File: src/rtl/audio_dac_ctrl.sv
// audio_dac_ctrl
//   Sample-rate scheduler for the stereo sigma-delta DAC pair. Pulls packed
//   stereo PCM words from an upstream FIFO (valid/accept) once per programmable
//   sample period and holds each sample on left_o/right_o for exactly one period.
//   Counts underruns and sequences IDLE -> PRIME -> RUN so the DACs never see a
//   torn or stale sample.
//
//   Build option: define AUDIO_DAC_CTRL_HOLD_EN to hold the last latched sample
//   on underrun; otherwise the outputs drop to midscale (0) until the next
//   successful transfer.
//
// Ports
//   clk_i            system clock
//   rst_i            asynchronous active-low reset
//   enable_i         run request; low returns to IDLE on the next edge
//   mute_i           latch zeros instead of the offered sample (still consumed)
//   clk_div_i        sample period minus one, sampled on reload only
//   stats_clr_i      synchronous clear of underrun_count_o (wins over increment)
//   inport_valid_i   upstream sample word available
//   inport_data_i    {left, right} packed sample word
//   inport_accept_o  sample taken on the edge where valid && accept
//   left_o/right_o   registered DAC samples
//   sample_tick_o    one-cycle pulse, high in the cycle a RUN boundary takes effect
//   underrun_o       one-cycle pulse, high in the cycle after a boundary missed data
//   underrun_count_o saturating underrun counter
//   busy_o           high in PRIME or RUN

module audio_dac_ctrl #(
  parameter int NBITS = 16,
  parameter int DIV_W = 16
) (
  input  logic               clk_i,
  input  logic               rst_i,
  input  logic               enable_i,
  input  logic               mute_i,
  input  logic [DIV_W-1:0]   clk_div_i,
  input  logic               stats_clr_i,
  input  logic               inport_valid_i,
  input  logic [2*NBITS-1:0] inport_data_i,
  output logic               inport_accept_o,
  output logic [NBITS-1:0]   left_o,
  output logic [NBITS-1:0]   right_o,
  output logic               sample_tick_o,
  output logic               underrun_o,
  output logic [15:0]        underrun_count_o,
  output logic               busy_o
);

  localparam logic [1:0] ST_IDLE  = 2'd0;
  localparam logic [1:0] ST_PRIME = 2'd1;
  localparam logic [1:0] ST_RUN   = 2'd2;

  localparam logic [NBITS-1:0] ZERO_SMP = {NBITS{1'b0}};
  localparam logic [DIV_W-1:0] ZERO_CNT = {DIV_W{1'b0}};
  localparam logic [DIV_W-1:0] ONE_CNT  = {{(DIV_W-1){1'b0}}, 1'b1};

  logic [1:0]       state_r, state_nxt_s;
  logic [DIV_W-1:0] count_r, count_nxt_s;
  logic [NBITS-1:0] left_r, left_nxt_s;
  logic [NBITS-1:0] right_r, right_nxt_s;
  logic             tick_r, tick_nxt_s;
  logic             underrun_r, underrun_nxt_s;
  logic [15:0]      ucount_r, ucount_nxt_s;
  logic             busy_r, busy_nxt_s;
  logic             boundary_s;
  logic [NBITS-1:0] smp_left_s, smp_right_s;

  // Boundary = last cycle of a RUN period; the handshake window opens only here
  // (and throughout PRIME). Gated by enable_i so a cycle that is about to fall
  // back to IDLE never completes a transfer.
  assign boundary_s      = (state_r == ST_RUN) && (count_r == ZERO_CNT);
  assign inport_accept_o = enable_i && ((state_r == ST_PRIME) || boundary_s);

  // Mute is applied at latch time, so it only takes effect on a transfer.
  assign smp_left_s  = mute_i ? ZERO_SMP : inport_data_i[2*NBITS-1:NBITS];
  assign smp_right_s = mute_i ? ZERO_SMP : inport_data_i[NBITS-1:0];

  // Next-state, divider, sample and pulse computation.
  always_comb begin
    state_nxt_s    = state_r;
    count_nxt_s    = count_r;
    left_nxt_s     = left_r;
    right_nxt_s    = right_r;
    tick_nxt_s     = 1'b0;
    underrun_nxt_s = 1'b0;
    if (!enable_i) begin
      state_nxt_s = ST_IDLE;
      count_nxt_s = ZERO_CNT;
      left_nxt_s  = ZERO_SMP;
      right_nxt_s = ZERO_SMP;
    end else begin
      case (state_r)
        ST_IDLE: begin
          state_nxt_s = ST_PRIME;
          count_nxt_s = ZERO_CNT;
          left_nxt_s  = ZERO_SMP;
          right_nxt_s = ZERO_SMP;
        end
        ST_PRIME: begin
          // Waiting for the first word is not an underrun.
          if (inport_valid_i) begin
            state_nxt_s = ST_RUN;
            count_nxt_s = clk_div_i;
            left_nxt_s  = smp_left_s;
            right_nxt_s = smp_right_s;
          end else begin
            state_nxt_s = ST_PRIME;
          end
        end
        ST_RUN: begin
          if (count_r == ZERO_CNT) begin
            count_nxt_s = clk_div_i;
            tick_nxt_s  = 1'b1;
            if (inport_valid_i) begin
              left_nxt_s  = smp_left_s;
              right_nxt_s = smp_right_s;
            end else begin
              underrun_nxt_s = 1'b1;
`ifdef AUDIO_DAC_CTRL_HOLD_EN
              left_nxt_s  = left_r;
              right_nxt_s = right_r;
`else
              left_nxt_s  = ZERO_SMP;
              right_nxt_s = ZERO_SMP;
`endif
            end
          end else begin
            count_nxt_s = count_r - ONE_CNT;
          end
        end
        default: begin
          state_nxt_s = ST_IDLE;
          count_nxt_s = ZERO_CNT;
          left_nxt_s  = ZERO_SMP;
          right_nxt_s = ZERO_SMP;
        end
      endcase
    end
  end

  // Underrun counter: clear has priority, increment saturates at all-ones.
  always_comb begin
    ucount_nxt_s = ucount_r;
    if (stats_clr_i) begin
      ucount_nxt_s = 16'h0000;
    end else if (underrun_nxt_s && (ucount_r != 16'hFFFF)) begin
      ucount_nxt_s = ucount_r + 16'h0001;
    end else begin
      ucount_nxt_s = ucount_r;
    end
    busy_nxt_s = (state_nxt_s != ST_IDLE);
  end

  // State and output registers.
  always_ff @(posedge clk_i or negedge rst_i) begin
    if (!rst_i) begin
      state_r    <= ST_IDLE;
      count_r    <= ZERO_CNT;
      left_r     <= ZERO_SMP;
      right_r    <= ZERO_SMP;
      tick_r     <= 1'b0;
      underrun_r <= 1'b0;
      ucount_r   <= 16'h0000;
      busy_r     <= 1'b0;
    end else begin
      state_r    <= state_nxt_s;
      count_r    <= count_nxt_s;
      left_r     <= left_nxt_s;
      right_r    <= right_nxt_s;
      tick_r     <= tick_nxt_s;
      underrun_r <= underrun_nxt_s;
      ucount_r   <= ucount_nxt_s;
      busy_r     <= busy_nxt_s;
    end
  end

  assign left_o           = left_r;
  assign right_o          = right_r;
  assign sample_tick_o    = tick_r;
  assign underrun_o       = underrun_r;
  assign underrun_count_o = ucount_r;
  assign busy_o           = busy_r;

endmodule

File: config.mk
export PLATFORM = sky130hd
export DESIGN_NAME = audio_dac_ctrl
export DESIGN_NICKNAME = d
export VERILOG_FILES = /design/src/rtl/audio_dac_ctrl.sv
export SDC_FILE = /design/constraint.sdc
export NUM_CORES = 1
export LEC_CHECK = 0
export CORE_MARGIN = 10
export CORE_UTILIZATION = 47
export CTS_CLUSTER_DIAMETER = 50
export DETAILED_ROUTE_END_ITERATION = 10
export PLACE_DENSITY_LB_ADDON = 0.08
export SLEW_MARGIN = 15
export SYNTH_ARGS = -nofsm -noshare
export SYNTH_HDL_FRONTEND = slang
export SYNTH_SLANG_ARGS = --single-unit
File: constraint.sdc
create_clock -name clk_i -period 2.9 [get_ports clk_i]
set_input_delay 0.58 -clock clk_i [delete_from_list [all_inputs] [get_ports clk_i]]
set_output_delay 0.58 -clock clk_i [all_outputs]
set_load 0.01 [all_outputs]
==> run_results.csv, run 1 <==
group,metric,value,unit
critical_path,end_kind,"output port",
detailed_routing,drc_errors,0,
floorplanning,start_util,48.6,%
run_status,outcome,"finished, final reports clean",
timing,tightest_slew,0.588,ns
global_route,gr-total-overflow,0,
critical_path,cpPeakStageDelay,0.60,ns
logic_synthesis,yosys.area_share.simple,24.7,%
detailed_routing,routed_wl,10100,um
logic_synthesis,synth_fa_ha_area_share,2.47,%
pwr,power_leakage,2.07,nW
timing,skew,0.0103,ns
logic_synthesis,yosys-top-cells-area,"dfrtp_1 49%, o21ai_0 7.1%, nand3_1 5.4%",
layout,mostFrequentLayoutCells,"103 x clkdlybuf4s50_1, 69 x dfrtp_1, 50 x o21ai_0",
detailed_routing,ant_nets,0,
layout,area_delta_synth_final,39.6,%
cts,numClockSinks,69,
logic_synthesis,yosysSeqAreaShare,48.7,%
logic_synthesis,synth_edf_count,0,
global_route,grt_pass1_vias,3320,
place,hpwl,7200,um
critical_path,path_delay_family,"simple AND/OR/NAND/NOR gates",
cts,clock_path_buffers,2,
critical_path,cp-start-kind,"flop",
detailed_routing,vias,3263,
cts,htreeDepth,3,
timing,final.setup.tns,0,ns
global_route,grt_pass1_wl,16600,um
logic_synthesis,netlist.area_leader.share,48.7,%
detailed_routing,first_iter_violations,178,
pwr,p_total,2.38,mW
detailed_routing,firstDrtPassIters,4,
layout,post-route-util,67.8,%
worst_hold_path,min_path_type,"primary input to async pin",
floorplanning,die_area,0.0114,mm^2
layout,n_antenna_cell,0,
timing,post-route-period-util,94.1,%
detailed_routing,wl_per_cell,17.1,um
timing,hold_viol_final,0,
logic_synthesis,async_flop_share,100,%
logic_synthesis,synth_top_family_by_area,"simple AND/OR/NAND/NOR gates",
critical_path,path_buf_inv,1,
logic_synthesis,synth_mux_area_share,1.80,%
critical_path,arrival,2.15,ns
cts,tritoncts,"built",
cts,cts.clk_slew.worst_paths,0.08,ns
logic_synthesis,synth_cell_type_count,48,
floorplanning,die_w,107,um
pwr,peakVddDrop,0.264,mV
logic_synthesis,synth_top_area_cell,"dfrtp_1",
timing,hold_ws,0.248,ns
logic_synthesis,synth_flop_cell,"dfrtp_1",
detailed_routing,viasPerCell,5.51,
place,gp_congestion,0.856,
layout,final_layout_size_suffix_gt1_share,8.92,%
critical_path,cp_cell_sequence,"or4_4, nor4_4, a21oi_1, nor2b_1, buf_2",
layout,final_common_cell,"clkdlybuf4s50_1",
timing,fmaxAchievable,0.366,GHz
cts,clkLatencyLatePin,0.35,ns
pwr,power_density,481,mW/mm^2
layout,nNetsFinal,549,
logic_synthesis,synth_xor_xnor_area_share,2.47,%
cts,cts-root-buf,"clkbuf_8",
logic_synthesis,syn_area,0.00354,mm^2
floorplanning,io_pins,106,
timing,rsz0062_at_grt,"false",
logic_synthesis,synthCells,383,
logic_synthesis,synth-compound-area-share,15.8,%
critical_path,worstPathMaxFanout,8,
critical_path,r2r_slack,0.31,ns
floorplanning,coreArea,0.00729,mm^2
timing,drv_slew,0,
critical_path,crit_required,2.32,ns
timing,min_period,2.73,ns
cts,cts_setup_buffers,0,
critical_path,path_class,"flop to output port",
critical_path,crit_slowest_cell,"or4_4",
run,maxCapViolations,0,
timing,final-setup-viol-count,0,
logic_synthesis,syn_area_per_cell,9.25,um^2
layout,nFillCells,627,
place,io_buffers,105,
logic_synthesis,ys_ff_latch,69,
floorplanning,row_count,31,
floorplanning,die_y,107,um
logic_synthesis,yosys_warnings,0,
global_route,grt_max_degree,70,
global_route,grt_use_total,17.9,%
cts,cts_buffers,9,
global_route,antenna_found_initial,0,
logic_synthesis,synth_nets,444,
timing,maxSlewHeadroom,60.8,%
area by class of cell:
cell class	count	area, um^2	area share, %
clock buffer	11	141	2.86
clock inverter	5	83.8	1.69
inverter	12	45.0	0.911
multi-input combinational	279	1680	34.0
sequential	69	1730	34.9
tap	99	124	2.50
timing repair buffer	117	1140	23.1
power by group:
| part | switching (mW) | leakage [nW] | internal, mW |
|---|---|---|---|
| sequential | 0.0238 | 0.958 | 0.988 |
| clock | 0.385 | 0.106 | 0.510 |
| combinational | 0.254 | 1.00 | 0.220 |
through the flow:
| step | instance area, um^2 | setup slack, ns | instances |
|---|---|---|---|
| finish | 4950 | 0.171 | 592 |
| global route | 4950 | 0.0669 | 592 |
| CTS | 4940 | 0.0327 | 592 |
| detailed placement | 4720 | 0.00732 | 576 |
| global placement | 4720 | 0.0699 | 576 |
| floorplan | 3540 | 0.355 | 383 |
kinds of logic after synthesis:
family,count (synthesis)
flops,69
mux,6
fa+ha+maj,7
xor+xnor,10
compound gates,88
buf+inv,35
simple gates,168
flip-flops by register name, indices dropped and copies added, names as in the netlist:
| signal | count |
|---|---|
| underrun_count_o | 16 |
| busy_o | 1 |
| sample_tick_o | 1 |
| state_r | 2 |
| left_o | 16 |
| count_r | 16 |
| underrun_o | 1 |
| right_o | 16 |
Yosys cell counts (2+ instances only):
cell type	count
xor2_1	5
nor4_1	11
or2_2	2
a21oi_1	11
nand3_1	38
o21ai_0	50
mux2i_1	3
mux2_2	3
nor2b_1	6
dfrtp_1	69
nand2_1	45
inv_1	12
buf_1	5
or3b_2	2
nand4_1	8
a221o_1	10
nor3b_1	3
o31ai_1	2
a22oi_1	3
nor3_1	6
or3_1	5
a221oi_1	2
buf_2	4
clkbuf_1	12
xnor2_1	5
or4_4	3
or4_1	5
and3_1	2
ha_1	7
nor2_1	24
and2_1	3
layer usage:
| metal | vias to the layer above | routed length (um) | global-route usage [%] | part of all wire, % |
|---|---|---|---|---|
| li1 | 1595 | - | - | - |
| met1 | 1552 | 4200 | 20.9 | 41 |
| met2 | 107 | 5000 | 29.0 | 49 |
| met5 | - | 0 | 0 | 0 |
| met3 | 9 | 808 | 7.37 | 8.0 |
| met4 | 0 | 128 | 6.58 | 1.3 |
path summary, 6_finish.rpt:
kind	from	cells after the start	endpoint
setup / recovery	count_r[2]	5	inport_accept_o
hold reg to reg	left_o[5]	2	left_o[5]
min in group clk_i	left_o[5]	2	left_o[5]
setup reg to reg	count_r[2]	7	underrun_count_o[3]
max in group asynchronous	rst_i	2	right_o[14]
hold / removal	rst_i	2	count_r[4]
worst register-to-register path: stages (launching register included):
cell and delay (ns):
dfrtp_1 0.47, or4_4 0.60, nor4_4 0.31, buf_4 0.21, o311ai_4 0.19, buf_4 0.21, or4_1 0.47, nand2_1 0.08
what timing repair did:
item / in CTS / in global routing
setup endpoints to repair: 1 / 1
hold buffers: 0 / 0
pin swaps: 0 / 1
resized for setup: 4 / 1
Note: power is estimated with default switching activity, not from simulation.
==> run 2: changes to the inputs <==
--- a/config.mk
+++ b/config.mk
@@ -5,6 +5,7 @@
 export SDC_FILE = /design/constraint.sdc
 export NUM_CORES = 1
 export LEC_CHECK = 0
+export CORE_ASPECT_RATIO = 1.2
 export CORE_MARGIN = 10
 export CORE_UTILIZATION = 47
 export CTS_CLUSTER_DIAMETER = 50
==> run_results.csv, run 2 (synthesized netlist as in run 1, its figures left out) <==
group,metric,value,unit
run_status,outcome,"finished, final reports clean",
global_route,grt_pass1_vias,3179,
detailed_routing,first_iter_violations,164,
detailed_routing,wl_per_cell,17.1,um
place,hpwl,7410,um
layout,fin_area,0.00496,mm^2
detailed_routing,drc_errors,0,
critical_path,worstPathMaxFanout,4,
layout,nNetsFinal,552,
floorplanning,io_pins,106,
run,maxCapViolations,0,
timing,fmaxAchievable,0.374,GHz
pwr,power_frac_clock,37.3,%
timing,tightest_slew,0.850,ns
critical_path,crit_required,2.32,ns
critical_path,path_class,"flop to output port",
cts,cts.clk_slew.worst_paths,0.08,ns
timing,skew,0.0111,ns
critical_path,end_kind,"output port",
pwr,switching_power,638,uW
global_route,gr-total-overflow,0,
layout,final_common_cell,"clkdlybuf4s50_1",
place,place_area,0.00473,mm^2
cts,clock_path_buffers,2,
floorplanning,die_y,115,um
floorplanning,row_count,34,
critical_path,r2r_slack,0.32,ns
detailed_routing,viasPerCell,5.55,
critical_path,rr_worst_depth,8,
floorplanning,die_area,0.0114,mm^2
place,gp_congestion,0.888,
layout,multiInputGateArea,0.00168,mm^2
pwr,switching_share,26.8,%
critical_path,arrival,2.10,ns
floorplanning,die_w,99.3,um
cts,cts-root-buf,"clkbuf_8",
cts,tritoncts,"built",
cts,htreeDepth,3,
critical_path,crit_slowest_cell,"or3b_4",
timing,hold_ws,0.336,ns
global_route,grt_use_total,17.3,%
timing,post-route-period-util,92.3,%
critical_path,r2r_start,"count_r[1]",
global_route,antenna_found_initial,0,
global_route,grt_pass1_wl,16200,um
layout,post-route-util,67.8,%
critical_path,path_buf_inv,2,
layout,final_layout_size_suffix_gt1_share,9.48,%
worst_hold_path,min_path_type,"primary input to async pin",
critical_path,cpPeakStageDelay,0.40,ns
pwr,internal-power,1.74,mW
pwr,pwr-share-seq,42.5,%
critical_path,cp-start-kind,"flop",
pwr,power_density,480,mW/mm^2
pwr,pwr-share-comb,20.2,%
cts,numClockSinks,69,
floorplanning,start_util,48.4,%
floorplanning,coreArea,0.00732,mm^2
timing,final.setup.tns,0,ns
cts,clkLatencyLatePin,0.34,ns
detailed_routing,vias,3250,
detailed_routing,firstDrtPassIters,4,
critical_path,timing.rr.end,"underrun_count_o[9]",
place,dp.cells,570,
pwr,power_leakage,2.09,nW
place,io_buffers,105,
layout,final_cell_count_no_fill,586,
critical_path,cp_cell_sequence,"inv_1, ha_2, or3b_4, nor4_4, a21oi_1, nor2b_1, clkbuf_2",
global_route,grt_max_degree,65,
timing,maxSlewHeadroom,43.4,%
layout,mostFrequentLayoutCells,"103 x clkdlybuf4s50_1, 69 x dfrtp_1, 50 x o21ai_0",
layout,nFillCells,611,
detailed_routing,ant_nets,0,
layout,seqCellArea,0.00173,mm^2
timing,min_period,2.68,ns
timing,drv_slew,0,
pwr,peakVddDrop,0.298,mV
timing,hold_viol_final,0,
timing,final-setup-viol-count,0,
detailed_routing,routed_wl,10000,um
layout,area_delta_synth_final,40.0,%
critical_path,path_delay_family,"simple AND/OR/NAND/NOR gates",
timing,rsz0062_at_grt,"false",
layout,n_antenna_cell,0,
cts,cts_buffers,9,
run 2: cell types whose count changed in the layout (fill, tap and decap cells not counted):
cell and delta:
or3b_2 -1, or3b_4 +1, buf_2 -1, clkinv_4 -1, clkbuf_8 +1, clkinv_2 +2
buf_4 +3, clkinvlp_4 -2, clkbuf_2 +1
run 2: layout make-up:
cell class | count | share of cell area (%)
clock inverters | 4 | 1.41
well taps | 90 | 2.27
inverters | 12 | 0.908
multi-input cells | 279 | 34.0
repair buffers | 120 | 23.5
clock buffers | 12 | 3.13
flip-flops and latches | 69 | 34.8
run 2: worst reg2reg max path, stage by stage, from the launching register on:
cell	delay, ns
dfrtp_1	0.39
inv_1	0.10
ha_2	0.20
or3b_4	0.40
nor4_4	0.30
buf_4	0.22
o311ai_4	0.22
nor4_1	0.28
mux2_2	0.37
run 2: metal layers:
layer	up-vias	share of wire (%)	GRT usage [%]
met5	-	0	0
met4	0	1.0	5.84
met3	10	7.3	5.46
met2	98	52	29.6
met1	1542	40	20.1
li1	1600	-	-
run 2: what timing repair did:
item	4_1_cts	5_1_grt
cloned	0	0
buffers inserted	0	0
hold buffers	0	0
pin swaps	0	0
endpoints found under the setup margin	1	2
resized for setup	2	3
run 2: worst max-delay path by stage:
stage	cells past startpoint	slack [ns]	start	to
2_1_floorplan	8	0.36	count_r[0]	underrun_count_o[7]
5_1_grt	7	0.09	count_r[1]	inport_accept_o
3_3_place_gp	7	0.13	count_r[1]	inport_accept_o
3_5_place_dp	7	0.08	count_r[1]	inport_accept_o
4_1_cts	7	0.002	count_r[1]	inport_accept_o
6_report	7	0.22	count_r[1]	inport_accept_o
run 2: metrics by stage:
step,setup WS (ns),power [mW]
6_report,0.224,2.38
2_1_floorplan,0.355,1.28
3_5_place_dp,0.0782,1.51
3_3_place_gp,0.127,1.50
4_1_cts,0.00185,2.40
5_1_grt,0.0865,2.49
run 2: power by group through the flow:
| stage | sequential (mW) | clock [mW] | combinational, mW |
|---|---|---|---|
| 5_1_grt | 1.02 | 0.948 | 0.530 |
| 2_1_floorplan | 1.03 | 0 | 0.251 |
| 3_5_place_dp | 1.03 | 0 | 0.480 |
| 6_report | 1.01 | 0.887 | 0.481 |
| 4_1_cts | 1.01 | 0.905 | 0.482 |
| 3_3_place_gp | 1.03 | 0 | 0.474 |
==> run 3: changes to the inputs <==
--- a/config.mk
+++ b/config.mk
@@ -7,7 +7,7 @@
 export LEC_CHECK = 0
 export CORE_ASPECT_RATIO = 1.2
 export CORE_MARGIN = 10
-export CORE_UTILIZATION = 47
+export CORE_UTILIZATION = 43
 export CTS_CLUSTER_DIAMETER = 50
 export DETAILED_ROUTE_END_ITERATION = 10
 export PLACE_DENSITY_LB_ADDON = 0.08
==> constraint.sdc (replaced) <==
create_clock -name clk_i -period 2.22 [get_ports clk_i]
set_input_delay 0.444 -clock clk_i [delete_from_list [all_inputs] [get_ports clk_i]]
set_output_delay 0.444 -clock clk_i [all_outputs]
set_load 0.01 [all_outputs]
==> run_results.csv, run 3 (synthesized netlist as in run 1, its figures left out) <==
group,metric,value,unit
run_status,outcome,"finished with violations",
run_status,failed_checks,"setup timing",
critical_path,crit_slowest_cell,"or4_4",
timing,final-setup-viol-count,12,
timing,fmaxAchievable,0.394,GHz
global_route,grt_max_degree,70,
critical_path,path_buf_inv,1,
cts,cts.clk_slew.worst_paths,0.07,ns
timing,setup_ws,-0.318,ns
global_route,gr-total-overflow,0,
detailed_routing,ant_nets,0,
layout,n_antenna_cell,0,
cts,hold_buffers,0,
detailed_routing,wl_per_cell,17.5,um
cts,clkLatencyLatePin,0.36,ns
timing,rsz0062_at_grt,"true",
worst_hold_path,min_path_type,"primary input to async pin",
detailed_routing,first_iter_violations,145,
place,io_buffers,105,
detailed_routing,drc_errors,0,
layout,area_delta_synth_final,59.1,%
critical_path,arrival,2.09,ns
detailed_routing,met2_length,5820,um
run,maxCapViolations,0,
timing,hold_viol_final,0,
place,pre_cts_slack,-0.373,ns
timing,post-route-period-util,114,%
global_route,antenna_found_initial,0,
timing,maxSlewHeadroom,67.0,%
cts,clock_path_buffers,2,
detailed_routing,detailroute.wirelength.met3,881,um
detailed_routing,top_layer,"met4",
layout,final_common_cell,"clkdlybuf4s50_1",
critical_path,path_class,"flop to output port",
pwr,p_total,3.40,mW
layout,post-route-util,69.9,%
layout,final_layout_size_suffix_gt1_share,22.5,%
pwr,power_leakage,2.45,nW
layout,nNetsFinal,615,
timing,skew,0.00889,ns
timing,min_period,2.54,ns
floorplanning,row_count,36,
place,hpwl,7800,um
cts,cts-root-buf,"clkbuf_8",
cts,tritoncts,"built",
floorplanning,die_w,103,um
detailed_routing,viasPerCell,5.50,
timing,drv_slew,0,
floorplanning,die_y,119,um
floorplanning,coreArea,0.00806,mm^2
cts,cts_buffers,9,
critical_path,crit_required,1.78,ns
critical_path,cpPeakStageDelay,0.57,ns
floorplanning,die_area,0.0123,mm^2
layout,mostFrequentLayoutCells,"103 x clkdlybuf4s50_1, 71 x buf_4, 69 x dfrtp_1",
detailed_routing,routed_wl,11500,um
floorplanning,io_pins,106,
place,gp_congestion,0.823,
detailed_routing,firstDrtPassIters,4,
detailed_routing,drt-met1-wl,4610,um
global_route,grt_pass1_vias,3687,
timing,tightest_slew,0.494,ns
critical_path,worstPathMaxFanout,2,
critical_path,end_kind,"output port",
global_route,grt_pass1_wl,18000,um
critical_path,cp-start-kind,"flop",
critical_path,cp_cell_sequence,"or4_4, nor4_4, a21oi_1, nor2b_1, buf_2",
pwr,peakVddDrop,0.396,mV
global_route,grt_use_total,18.2,%
detailed_routing,vias,3596,
critical_path,path_delay_family,"simple AND/OR/NAND/NOR gates",
floorplanning,start_util,43.9,%
cts,htreeDepth,3,
pwr,power_density,603,mW/mm^2
cts,numClockSinks,69,
[run 3: report_power, final]
| part | switching [mW] | internal, mW |
|---|---|---|
| combinational | 0.414 | 0.414 |
| clock | 0.483 | 0.776 |
| sequential | 0.0198 | 1.29 |
| total | 0.917 | 2.48 |
[run 3: final timing paths]
path / slack, ns / cells past startpoint / endpoint / startpoint
worst max register to register: -0.19 / 7 / underrun_count_o[7] / count_r[3]
min in group clk_i: 0.51 / 2 / right_o[0] / right_o[0]
worst min-delay path: 0.1 / 2 / underrun_count_o[2] / rst_i
worst max-delay path: -0.32 / 5 / inport_accept_o / count_r[3]
worst min register to register: 0.51 / 2 / right_o[0] / right_o[0]
max in group asynchronous: 1.82 / 2 / right_o[3] / rst_i
[run 3: routing by layer]
layer | GRT usage (%) | vias up
li1 | - | 1733
met1 | 21.5 | 1747
met2 | 29.6 | 104
met3 | 6.82 | 12
met4 | 5.84 | 0
met5 | 0 | -
[run 3: layout make-up]
cell class / count / area [um^2]
Fill cell: 648 / 2430
Multi-Input combinational cell: 280 / 1820
Sequential cell: 69 / 1730
Timing Repair Buffer: 182 / 1680
Clock buffer: 12 / 145
Tap cell: 95 / 119
Clock inverter: 4 / 95.1
Inverter: 12 / 45.0
[run 3: through the flow]
step / cell area [um^2] / setup TNS, ns / instances / hold slack (ns)
after global routing: 5630 / -2.90 / 654 / 0.115
after detailed placement: 5150 / -4.70 / 624 / 0.497
after CTS: 5470 / -2.58 / 646 / 0.117
after global placement: 5150 / -3.78 / 624 / 0.490
final: 5630 / -1.75 / 654 / 0.0959
after floorplan: 3570 / -0.533 / 383 / 0.148
[run 3: timing repair]
item                       4_1_cts  5_1_grt
setup buffers                    6        5
setup endpoints to repair       54       52
cloned                           0        3
resized for setup               13       15
pin swaps                        4        3
